`config.mk`:
```
export PLATFORM = sky130hd
export DESIGN_NAME = srcd_operand_stage_flat
export DESIGN_NICKNAME = d
export VERILOG_FILES = /design/src/rtl/srcd_pkg.sv /design/src/rtl/srcd_operand_stage_if.sv /design/src/rtl/srcd_scoreboard.sv /design/src/rtl/srcd_operand_stage.sv /design/src/flat_wrapper.sv
export SDC_FILE = /design/constraint.sdc
export NUM_CORES = 1
export LEC_CHECK = 0
export CAP_MARGIN = 20
export CORE_UTILIZATION = 40
export DETAILED_ROUTE_END_ITERATION = 10
export PLACE_DENSITY = 0.74
export SLEW_MARGIN = 10
export SYNTH_ARGS = -nofsm -noshare
export SYNTH_HDL_FRONTEND = slang
export SYNTH_SLANG_ARGS = --single-unit
```
`constraint.sdc`:
```
create_clock -name sys_clk -period 4.4 [get_ports sys_clk]
set_input_delay 0.66 -clock sys_clk [delete_from_list [all_inputs] [get_ports sys_clk]]
set_output_delay 0.66 -clock sys_clk [all_outputs]
set_load 0.005 [all_outputs]
```
`src/rtl/srcd_pkg.sv`:
```
// Shared types and helpers for the srcd operand-latch stage.
// Holds state encoding, default sizes and operand-select priority.
package srcd_pkg;

    localparam int SRCD_DW    = 32;
    localparam int SRCD_NREGS = 32;

    typedef enum logic [1:0] {
        EMPTY,
        FULL,
        WAIT
    } state_t;

    typedef enum logic [2:0] {
        SEL_LOC,
        SEL_LDWB,
        SEL_WB,
        SEL_WAIT,
        SEL_RF
    } sel_t;

    function automatic sel_t op_sel(
        input logic loc,
        input logic ld_hit,
        input logic wb_hit,
        input logic pend
    );
        sel_t s;
        s = SEL_RF;
        if (loc)         s = SEL_LOC;
        else if (ld_hit) s = SEL_LDWB;
        else if (wb_hit) s = SEL_WB;
        else if (pend)   s = SEL_WAIT;
        return s;
    endfunction

endpackage

```
`src/rtl/srcd_operand_stage_if.sv`:
```
// Issue, forwarding, load-return and ALU handshake bundle for the
// srcd operand-latch stage.
interface srcd_operand_stage_if #(
    parameter int DW = 32,
    parameter int AW = 5
) ();
    logic          flush;
    logic          ins_valid;
    logic          ins_ready;
    logic [AW-1:0] srcaddr;
    logic          locdent;
    logic [DW-1:0] locsrc;
    logic [DW-1:0] srcd_rf;
    logic          wb_en;
    logic [AW-1:0] wb_addr;
    logic [DW-1:0] wb_data;
    logic          ld_issue;
    logic [AW-1:0] ld_addr;
    logic          ld_wb_en;
    logic [AW-1:0] ld_wb_addr;
    logic [DW-1:0] ld_wb_data;
    logic          srcd_valid;
    logic [DW-1:0] srcd;
    logic          alu_ready;

    modport master (
        output flush, ins_valid, srcaddr, locdent, locsrc, srcd_rf,
        output wb_en, wb_addr, wb_data, ld_issue, ld_addr,
        output ld_wb_en, ld_wb_addr, ld_wb_data, alu_ready,
        input  ins_ready, srcd_valid, srcd
    );

    modport slave (
        input  flush, ins_valid, srcaddr, locdent, locsrc, srcd_rf,
        input  wb_en, wb_addr, wb_data, ld_issue, ld_addr,
        input  ld_wb_en, ld_wb_addr, ld_wb_data, alu_ready,
        output ins_ready, srcd_valid, srcd
    );
endinterface

```
`src/rtl/srcd_scoreboard.sv`:
```
// Pending-load scoreboard: one bit per register, set on load issue,
// cleared on load return; a same-cycle set beats the clear.
module srcd_scoreboard #(
    parameter int NREGS = 32,
    localparam int AW = $clog2(NREGS)
) (
    input  logic          i_clk,
    input  logic          i_rst,
    input  logic          i_set,
    input  logic [AW-1:0] i_set_addr,
    input  logic          i_clr,
    input  logic [AW-1:0] i_clr_addr,
    input  logic [AW-1:0] i_raddr,
    output logic          o_pending
);
    logic [NREGS-1:0] r_pending;
    logic [NREGS-1:0] w_set;
    logic [NREGS-1:0] w_clr;

    assign w_set = i_set ? (NREGS'(1) << i_set_addr) : '0;
    assign w_clr = i_clr ? (NREGS'(1) << i_clr_addr) : '0;

    always_ff @(posedge i_clk) begin
        if (i_rst) r_pending <= '0;
        else       r_pending <= (r_pending & ~w_clr) | w_set;
    end

    assign o_pending = r_pending[i_raddr];
endmodule

```
`src/rtl/srcd_operand_stage.sv`:
```
// Operand latch after srcdgen: picks local, forwarded or register data,
// holds it for the ALU, and parks in WAIT while a needed load is pending.
module srcd_operand_stage
    import srcd_pkg::*;
#(
    parameter int DW    = SRCD_DW,
    parameter int NREGS = SRCD_NREGS,
    localparam int AW = $clog2(NREGS)
) (
    input  logic sys_clk,
    input  logic reset,
    srcd_operand_stage_if.slave bus
);
    state_t        r_state, w_state_nx;
    logic [DW-1:0] r_srcd, w_srcd_nx;
    logic [AW-1:0] r_addr, w_addr_nx;

    logic          w_pending;
    logic          w_accept;
    logic          w_ld_hit;
    logic          w_wb_hit;
    logic          w_wait_hit;
    sel_t          w_sel;

    srcd_scoreboard #(.NREGS(NREGS)) u_sb (
        .i_clk      (sys_clk),
        .i_rst      (reset),
        .i_set      (bus.ld_issue),
        .i_set_addr (bus.ld_addr),
        .i_clr      (bus.ld_wb_en),
        .i_clr_addr (bus.ld_wb_addr),
        .i_raddr    (bus.srcaddr),
        .o_pending  (w_pending)
    );

    assign bus.ins_ready = !reset &&
        (r_state == EMPTY || (r_state == FULL && bus.alu_ready));
    assign bus.srcd_valid = (r_state == FULL);
    assign bus.srcd       = r_srcd;

    assign w_accept   = bus.ins_valid && bus.ins_ready && !bus.flush;
    assign w_ld_hit   = bus.ld_wb_en && bus.ld_wb_addr == bus.srcaddr;
    assign w_wb_hit   = bus.wb_en && bus.wb_addr == bus.srcaddr;
    assign w_wait_hit = bus.ld_wb_en && bus.ld_wb_addr == r_addr;
    assign w_sel      = op_sel(bus.locdent, w_ld_hit, w_wb_hit, w_pending);

    always_comb begin
        w_state_nx = r_state;
        w_srcd_nx  = r_srcd;
        w_addr_nx  = r_addr;
        if (bus.flush) begin
            w_state_nx = EMPTY;
        end else if (w_accept) begin
            w_state_nx = FULL;
            case (w_sel)
                SEL_LOC:  w_srcd_nx = bus.locsrc;
                SEL_LDWB: w_srcd_nx = bus.ld_wb_data;
                SEL_WB:   w_srcd_nx = bus.wb_data;
                SEL_WAIT: begin
                    w_state_nx = WAIT;
                    w_addr_nx  = bus.srcaddr;
                end
                default:  w_srcd_nx = bus.srcd_rf;
            endcase
        end else if (r_state == FULL && bus.alu_ready) begin
            w_state_nx = EMPTY;
        end else if (r_state == WAIT && w_wait_hit) begin
            w_state_nx = FULL;
            w_srcd_nx  = bus.ld_wb_data;
        end
    end

    always_ff @(posedge sys_clk) begin
        if (reset) begin
            r_state <= EMPTY;
            r_srcd  <= '0;
            r_addr  <= '0;
        end else begin
            r_state <= w_state_nx;
            r_srcd  <= w_srcd_nx;
            r_addr  <= w_addr_nx;
        end
    end
endmodule

```
`src/flat_wrapper.sv`:
```
// flat-port wrapper written by rule: the top's interface ports become plain ports
module srcd_operand_stage_flat import srcd_pkg::*;
#(
    parameter int DW    = SRCD_DW,
    parameter int NREGS = SRCD_NREGS,
    localparam int AW = $clog2(NREGS)
)
  (sys_clk, reset, bus_flush, bus_ins_valid, bus_srcaddr, bus_locdent, bus_locsrc, bus_srcd_rf, bus_wb_en, bus_wb_addr, bus_wb_data, bus_ld_issue, bus_ld_addr, bus_ld_wb_en, bus_ld_wb_addr, bus_ld_wb_data, bus_alu_ready, bus_ins_ready, bus_srcd_valid, bus_srcd);
  srcd_operand_stage_if #(.DW(DW), .AW((5))) bus_i ();
  input  logic sys_clk;
  input  logic reset;
  input wire logic [$bits(bus_i.flush)-1:0] bus_flush;
  input wire logic [$bits(bus_i.ins_valid)-1:0] bus_ins_valid;
  input wire logic [$bits(bus_i.srcaddr)-1:0] bus_srcaddr;
  input wire logic [$bits(bus_i.locdent)-1:0] bus_locdent;
  input wire logic [$bits(bus_i.locsrc)-1:0] bus_locsrc;
  input wire logic [$bits(bus_i.srcd_rf)-1:0] bus_srcd_rf;
  input wire logic [$bits(bus_i.wb_en)-1:0] bus_wb_en;
  input wire logic [$bits(bus_i.wb_addr)-1:0] bus_wb_addr;
  input wire logic [$bits(bus_i.wb_data)-1:0] bus_wb_data;
  input wire logic [$bits(bus_i.ld_issue)-1:0] bus_ld_issue;
  input wire logic [$bits(bus_i.ld_addr)-1:0] bus_ld_addr;
  input wire logic [$bits(bus_i.ld_wb_en)-1:0] bus_ld_wb_en;
  input wire logic [$bits(bus_i.ld_wb_addr)-1:0] bus_ld_wb_addr;
  input wire logic [$bits(bus_i.ld_wb_data)-1:0] bus_ld_wb_data;
  input wire logic [$bits(bus_i.alu_ready)-1:0] bus_alu_ready;
  output wire logic [$bits(bus_i.ins_ready)-1:0] bus_ins_ready;
  output wire logic [$bits(bus_i.srcd_valid)-1:0] bus_srcd_valid;
  output wire logic [$bits(bus_i.srcd)-1:0] bus_srcd;
  assign bus_i.flush = bus_flush;
  assign bus_i.ins_valid = bus_ins_valid;
  assign bus_i.srcaddr = bus_srcaddr;
  assign bus_i.locdent = bus_locdent;
  assign bus_i.locsrc = bus_locsrc;
  assign bus_i.srcd_rf = bus_srcd_rf;
  assign bus_i.wb_en = bus_wb_en;
  assign bus_i.wb_addr = bus_wb_addr;
  assign bus_i.wb_data = bus_wb_data;
  assign bus_i.ld_issue = bus_ld_issue;
  assign bus_i.ld_addr = bus_ld_addr;
  assign bus_i.ld_wb_en = bus_ld_wb_en;
  assign bus_i.ld_wb_addr = bus_ld_wb_addr;
  assign bus_i.ld_wb_data = bus_ld_wb_data;
  assign bus_i.alu_ready = bus_alu_ready;
  assign bus_ins_ready = bus_i.ins_ready;
  assign bus_srcd_valid = bus_i.srcd_valid;
  assign bus_srcd = bus_i.srcd;
  srcd_operand_stage #(.DW(DW), .NREGS(NREGS)) u_core (.sys_clk(sys_clk), .reset(reset), .bus(bus_i));
endmodule
```
# Word-level counts from Yosys, hierarchy flattened

Cells that the tools add are included.

Flip-flop bits (word level): 71
Input bits: 157
Word-level logic and storage cells: 55
Output and inout port bits: 34

Bitwise operators: 4
Multiplexer cells: 16
Equal/unequal tests: 10
Shifts and indexed selects: 2
Reduce and logical (&&, ||, !) cells: 18
Magnitude comparators: 1

Operators by type and width:

| operator                                                              | number |
|---|---|
| 32-bit two-way mux                                                    | 5 |
| 32-bit case mux with 4 select lines                                   | 1 |
| 1-bit by 5-bit left shift with 32-bit output, first input constant    | 2 |
| 32-bit bitwise AND                                                    | 1 |
| 32-bit NOT                                                            | 1 |
| 32-bit OR                                                             | 1 |
| 5-bit equality test                                                   | 3 |
| 3-bit two-way mux                                                     | 4 |
| 1-bit logical AND                                                     | 8 |
| 2-bit two-way mux                                                     | 4 |
| 3-bit by 2-bit equality test with 1-bit output, second input constant | 2 |
| 5-bit by 6-bit < comparator with 1-bit output, second input constant  | 1 |
| 1-bit binary-select mux with 5-bit select                             | 1 |
| 4-bit AND reduction                                                   | 1 |
| 3-bit by 1-bit equality test with 1-bit output, second input constant | 1 |
| 3-bit logical NOT                                                     | 1 |
| 3-bit AND reduction                                                   | 1 |
| 3-bit nonzero test                                                    | 1 |
| 2-bit by 1-bit equality test with 1-bit output, second input constant | 1 |
| 2-bit equality test, second input constant                            | 1 |
| 1-bit logical NOT                                                     | 2 |
| 2-bit logical NOT                                                     | 1 |
| 2-bit by 1-bit != test with 1-bit output, second input constant       | 1 |
| 2-bit != test, second input constant                                  | 1 |
| 5 further kinds                                                       | 5 |

# Logic depth before layout (Yosys ltp)

Depth after elaboration: 9
Depth in mapped cells: 10
Mapped depth without buffers: 6

# Modules after synthesis

Synthesis repeated with hierarchy kept, for this count alone.

Cell total of the unflattened synthesis: 608
Area total of the unflattened synthesis: 4,505.6 µm²

Modules (own cells, without submodules):

| module             | cells an instance | area an instance (µm²) | sequential area each (µm²) | times used |
|---|---|---|---|---|
| srcd_operand_stage | 400               | 2,869.0                | 780.7                      | 1 |
| srcd_scoreboard    | 208               | 1,636.6                | 640.6                      | 1 |

# Worst setup path before layout

OpenSTA, ideal clock, no wires.

Kind: input to register
Start: in bus_srcaddr[0]
End: reg u_core.r_srcd[0] (netlist: u_core.bus.srcd[0])
Required time: 4.279 ns
Arrival: 2.697 ns
Slack: 1.581 ns
Stages on the path: 9
Library setup time: 0.121 ns
Buffers on the path: 3
Path through: buf_6 buf_8 mux4_2 mux2i_1 or2_2 o311ai_4 a311o_4 buf_6 mux2_4

Word-level cells in the longest chain between the ends: 9
Elaborated cells between the ends (all ways): 18
Classes of those cells: eq/ne: 6; mux: 8; reduce/logical: 4

Ends and longest elaborated chain:

| item                                                                   | RTL line                 | text |
|---|---|---|
| start, declared                                                        | flat_wrapper.sv:14       | `input wire logic [$bits(bus_i.srcaddr)-1:0] bus_srcaddr;` |
| 1-bit binary-select mux with 5-bit select                              | srcd_scoreboard.sv:28    | `assign o_pending = r_pending[i_raddr];` |
| 1-bit two-way mux (not written as such)                                | srcd_scoreboard.sv:28    |  |
| 3-bit two-way mux                                                      | srcd_pkg.sv:33           | `else if (pend) s = SEL_WAIT;` |
| 3-bit two-way mux                                                      | srcd_pkg.sv:32           | `else if (wb_hit) s = SEL_WB;` |
| 3-bit two-way mux (*)                                                  | srcd_pkg.sv:31           | `else if (ld_hit) s = SEL_LDWB;` |
| 3-bit two-way mux (*)                                                  | srcd_pkg.sv:30           | `if (loc) s = SEL_LOC;` |
| 3-bit by 2-bit equality test with 1-bit output (tied with other cells) | srcd_operand_stage.sv:55 | `case (w_sel)` |
| 32-bit case mux with 4 select lines or 2-bit != test (tied branches)   | n/a                      |  |
| 32-bit two-way mux or 4-bit AND reduction (tied branches)              | n/a                      |  |
| end signal, assigned                                                   | srcd_operand_stage.sv:80 | `r_srcd <= w_srcd_nx;` |
| end, declared                                                          | srcd_operand_stage.sv:15 | `logic [DW-1:0] r_srcd, w_srcd_nx;` |

Every way passes the cells marked *; elsewhere a longest branch is shown, timed or not. The select of a mux whose other input is x is not followed.
A chain may end at the register's enable or synchronous reset.

# Worst setup path after layout

Start: in bus_srcaddr[0]
End: reg u_core.r_srcd[14] (netlist: u_core.bus.srcd[14])

Same word-level chain as after synthesis.

==> results.md <==
- Outcome: finished clean
- Nets: 883
- Most common cell after layout, fill and taps aside: clkdlybuf4s50_1
- Crit end category: flip-flop
- Leading cell types in the layout, fill and taps excluded: 188 x clkdlybuf4s50_1, 71 x dfxtp_1, 55 x nand2_1
- Relative max-transition margin: 30.8%
- Post-Syn Instances: between 500 and 600
- Final core utilization: approximately three fifths
- Worst EP required: 4620 ps
- Int Power: 1.36 mW
- Area grow syn2layout: 45.6%
- Worst Hold End: u_core.u_sb.r_pending[0]$_SDFF_PP0_
- Place WS: 434 ps
- Dominant cells by area after synthesis: dfxtp_1 29%, mux2_4 9.2%, mux2i_1 7.4%
- Sw power: ~440 µW
- Largest area contributor in the synthesized netlist: dfxtp_1
- Post-CTS Hold Buffers: 0
- VDD IR-drop max: 0.000195 V
- Worst R2R End: u_core.bus.srcd[14]$_SDFFE_PP0P_
- Post-CTS sizing: 0
- DRC Markers: 0
- Yosys warnings: 0
- Vias per cell: 5.70
- Die area: about 13000 µm²
- Max Cap Viol: 0
- Final ANT Viol Nets: 0
- Origin of the worst min-delay path: u_core.u_sb.r_pending[0]$_SDFF_PP0_
- Global-route wire length before repair: 25500 µm
- Net Sw Frac: 24.5%
- Sequential area share after synthesis: about 29%
- IO Count: roughly 190
- WHS Path Cells: 2
- Port bufs: 190
- Fin area: 7110 µm²
- Final critical-path share of the clock period: approximately 83%
- Slew @ Worst Pin: 1040 ps
- Area post-placement: 6800 µm²
- Clk slew on worst S/H paths: 60 ps
- CTS Sinks: 71
- Pwr/cell area: around 250 nW/µm²
- WHS: 467 ps
- Final non-filler cell total: 875
- Reg2reg path depth: 7
- Largest net degree at the start of global routing: 103
- Core area: 11700 µm²
- Global route overflow: 0
- Syn Std Cell Area: 4880 µm²
- Worst-path fanout max: 32
- Worst hold path type: reg2reg
- Reg-to-Reg Start: u_core.r_state[0]$_SDFFE_PP0P_
- CTS H-tree lvls: 3
- TritonRoute pass-1 iters: 5
- Die Ht: roughly 110 µm
- TNS Setup: 0 ps
- Net count after synthesis: 725
- DP Cell Count: 858
- TritonCTS clock tree: built
- Share of cells above drive strength 1: 14.1%
- Post-synthesis async set-or-reset flop share: 0%
- Post-DP HPWL: 11800 µm
- Static Leak: 2.68 nW
- EDFF count, synth: 0
- Fin. max-slew vios: 0
- Synth top area share: roughly 29%
- Max clock buf depth: 2
- Clock network power share: 42.9%
- Total CTS buffers: 9
- R2R setup slack: 1620 ps
- WL per Instance: 18.2 µm
- Combinational share of power: 20.4%
- Clk root buf: clkbuf_16
- Clock insertion delay at the later pin of the skew report: 330 ps
- #FFs+latches synth: 71
- Crit path DAT: approximately 3900 ps
- Avg Cell Area, Syn: approximately 8.6 µm²
- Final setup margin: ~740 ps
- Critical setup path kind: in2reg
- Final weighted congestion in routability-driven placement: 0.898
- DIE WIDTH: 113 µm
- Vias in the first global route: roughly 5100
- Fmax: approximately 270 MHz
- Most used flip-flop cell after synthesis: dfxtp_1
- Tmin final: 3660 ps
- Synth unique cells: 47
- Row count: 39
- Sequential Power Share: 36.7%
- Overall power: around 1.8 mW
- Vias after detailed routing: 4986
- Postcts setup bufs: 0
- Initial core utilization: between 40% and 50%
- RSZ-0062 raised after global routing: no
- Crit start category: input port
- Hold Fails Final Rpt: 0
- # setup viols final: 0
- Detailed Route WL: 15900 µm
- Detailed Route Iter0 Violations: between 300 and 400
- Layout Skew: between 6 and 7 ps
- Initial antenna violation count: 1
- GRT Total Usage: 25.5%
==> per-layer routing <==
layer,vias up,GRT usage (%),part of all wire (%)
li1,2383,-,-
met1,2352,28.8,39
met2,213,46.2,51
met3,38,5.51,6.4
met4,0,10.8,3.2
met5,-,0,0
==> worst max-delay path by stage <==
stage / slack (ps) / startpoint / cells past startpoint / end
after global placement: 530 / bus_srcaddr[0] / 7 / u_core.bus.srcd[14]$_SDFFE_PP0P_
after detailed placement: 430 / bus_srcaddr[0] / 7 / u_core.bus.srcd[14]$_SDFFE_PP0P_
final: 740 / bus_srcaddr[0] / 7 / u_core.bus.srcd[14]$_SDFFE_PP0P_
after global routing: 530 / bus_srcaddr[0] / 7 / u_core.bus.srcd[13]$_SDFFE_PP0P_
after CTS: 740 / bus_srcaddr[0] / 7 / u_core.bus.srcd[14]$_SDFFE_PP0P_
after floorplan: 1580 / bus_srcaddr[0] / 9 / u_core.bus.srcd[0]$_SDFFE_PP0P_
==> registers in the layout (all words and copies together) (netlist names) <==
signal and cells:
u_core.r_state 2, u_core.r_addr 5, u_core.u_sb.r_pending 32, u_core.bus.srcd 32
==> synthesized netlist by cell type, drive strengths merged (10+ instances only) <==
| cell | number |
|---|---|
| a31oi | 35 |
| or3b | 32 |
| mux2 | 33 |
| nand2b | 10 |
| dfxtp | 71 |
| or3 | 33 |
| buf | 15 |
| clkbuf | 36 |
| nand4 | 12 |
| nand2 | 55 |
| a21oi | 37 |
| o21ai | 26 |
| nand3 | 18 |
| nor2b | 44 |
| o31ai | 12 |
| mux2i | 36 |
==> logic make-up (layout without fill, tap and decap cells) <==
family,after synthesis,after routing,synth area share (%)
simple gates,233,233,28.0
xor+xnor,15,15,2.69
compound gates,122,122,15.4
buf+inv,53,216,5.10
flops,71,71,29.1
other cells,0,1,0
mux,74,74,19.7
==> power groups by stage <==
stage | registers (mW) | logic, mW | clock network [mW]
finish | 0.660 | 0.367 | 0.770
global route | 0.661 | 0.392 | 0.812
CTS | 0.660 | 0.365 | 0.783
detailed placement | 0.674 | 0.363 | 0
global placement | 0.674 | 0.357 | 0
floorplan | 0.673 | 0.168 | 0
==> area by class of cell <==
| type | instances | area [µm²] |
|---|---|---|
| diodes | 1 | 2.50 |
| multi-input cells | 444 | 3230 |
| flip-flops and latches | 71 | 1420 |
| clock inverters | 7 | 87.6 |
| inverters | 2 | 7.51 |
| well taps | 143 | 179 |
| repair buffers | 198 | 1960 |
| clock buffers | 9 | 225 |
| fillers | 1019 | 4550 |
==> critical path, cell delays in order <==
cell and delay (ps):
clkdlybuf4s50_1 890, mux2i_1 160, and3_1 200, o41ai_1 450, and2_1 350, a311o_4 730
mux2_2 400
(Power assumes the default switching activity.)
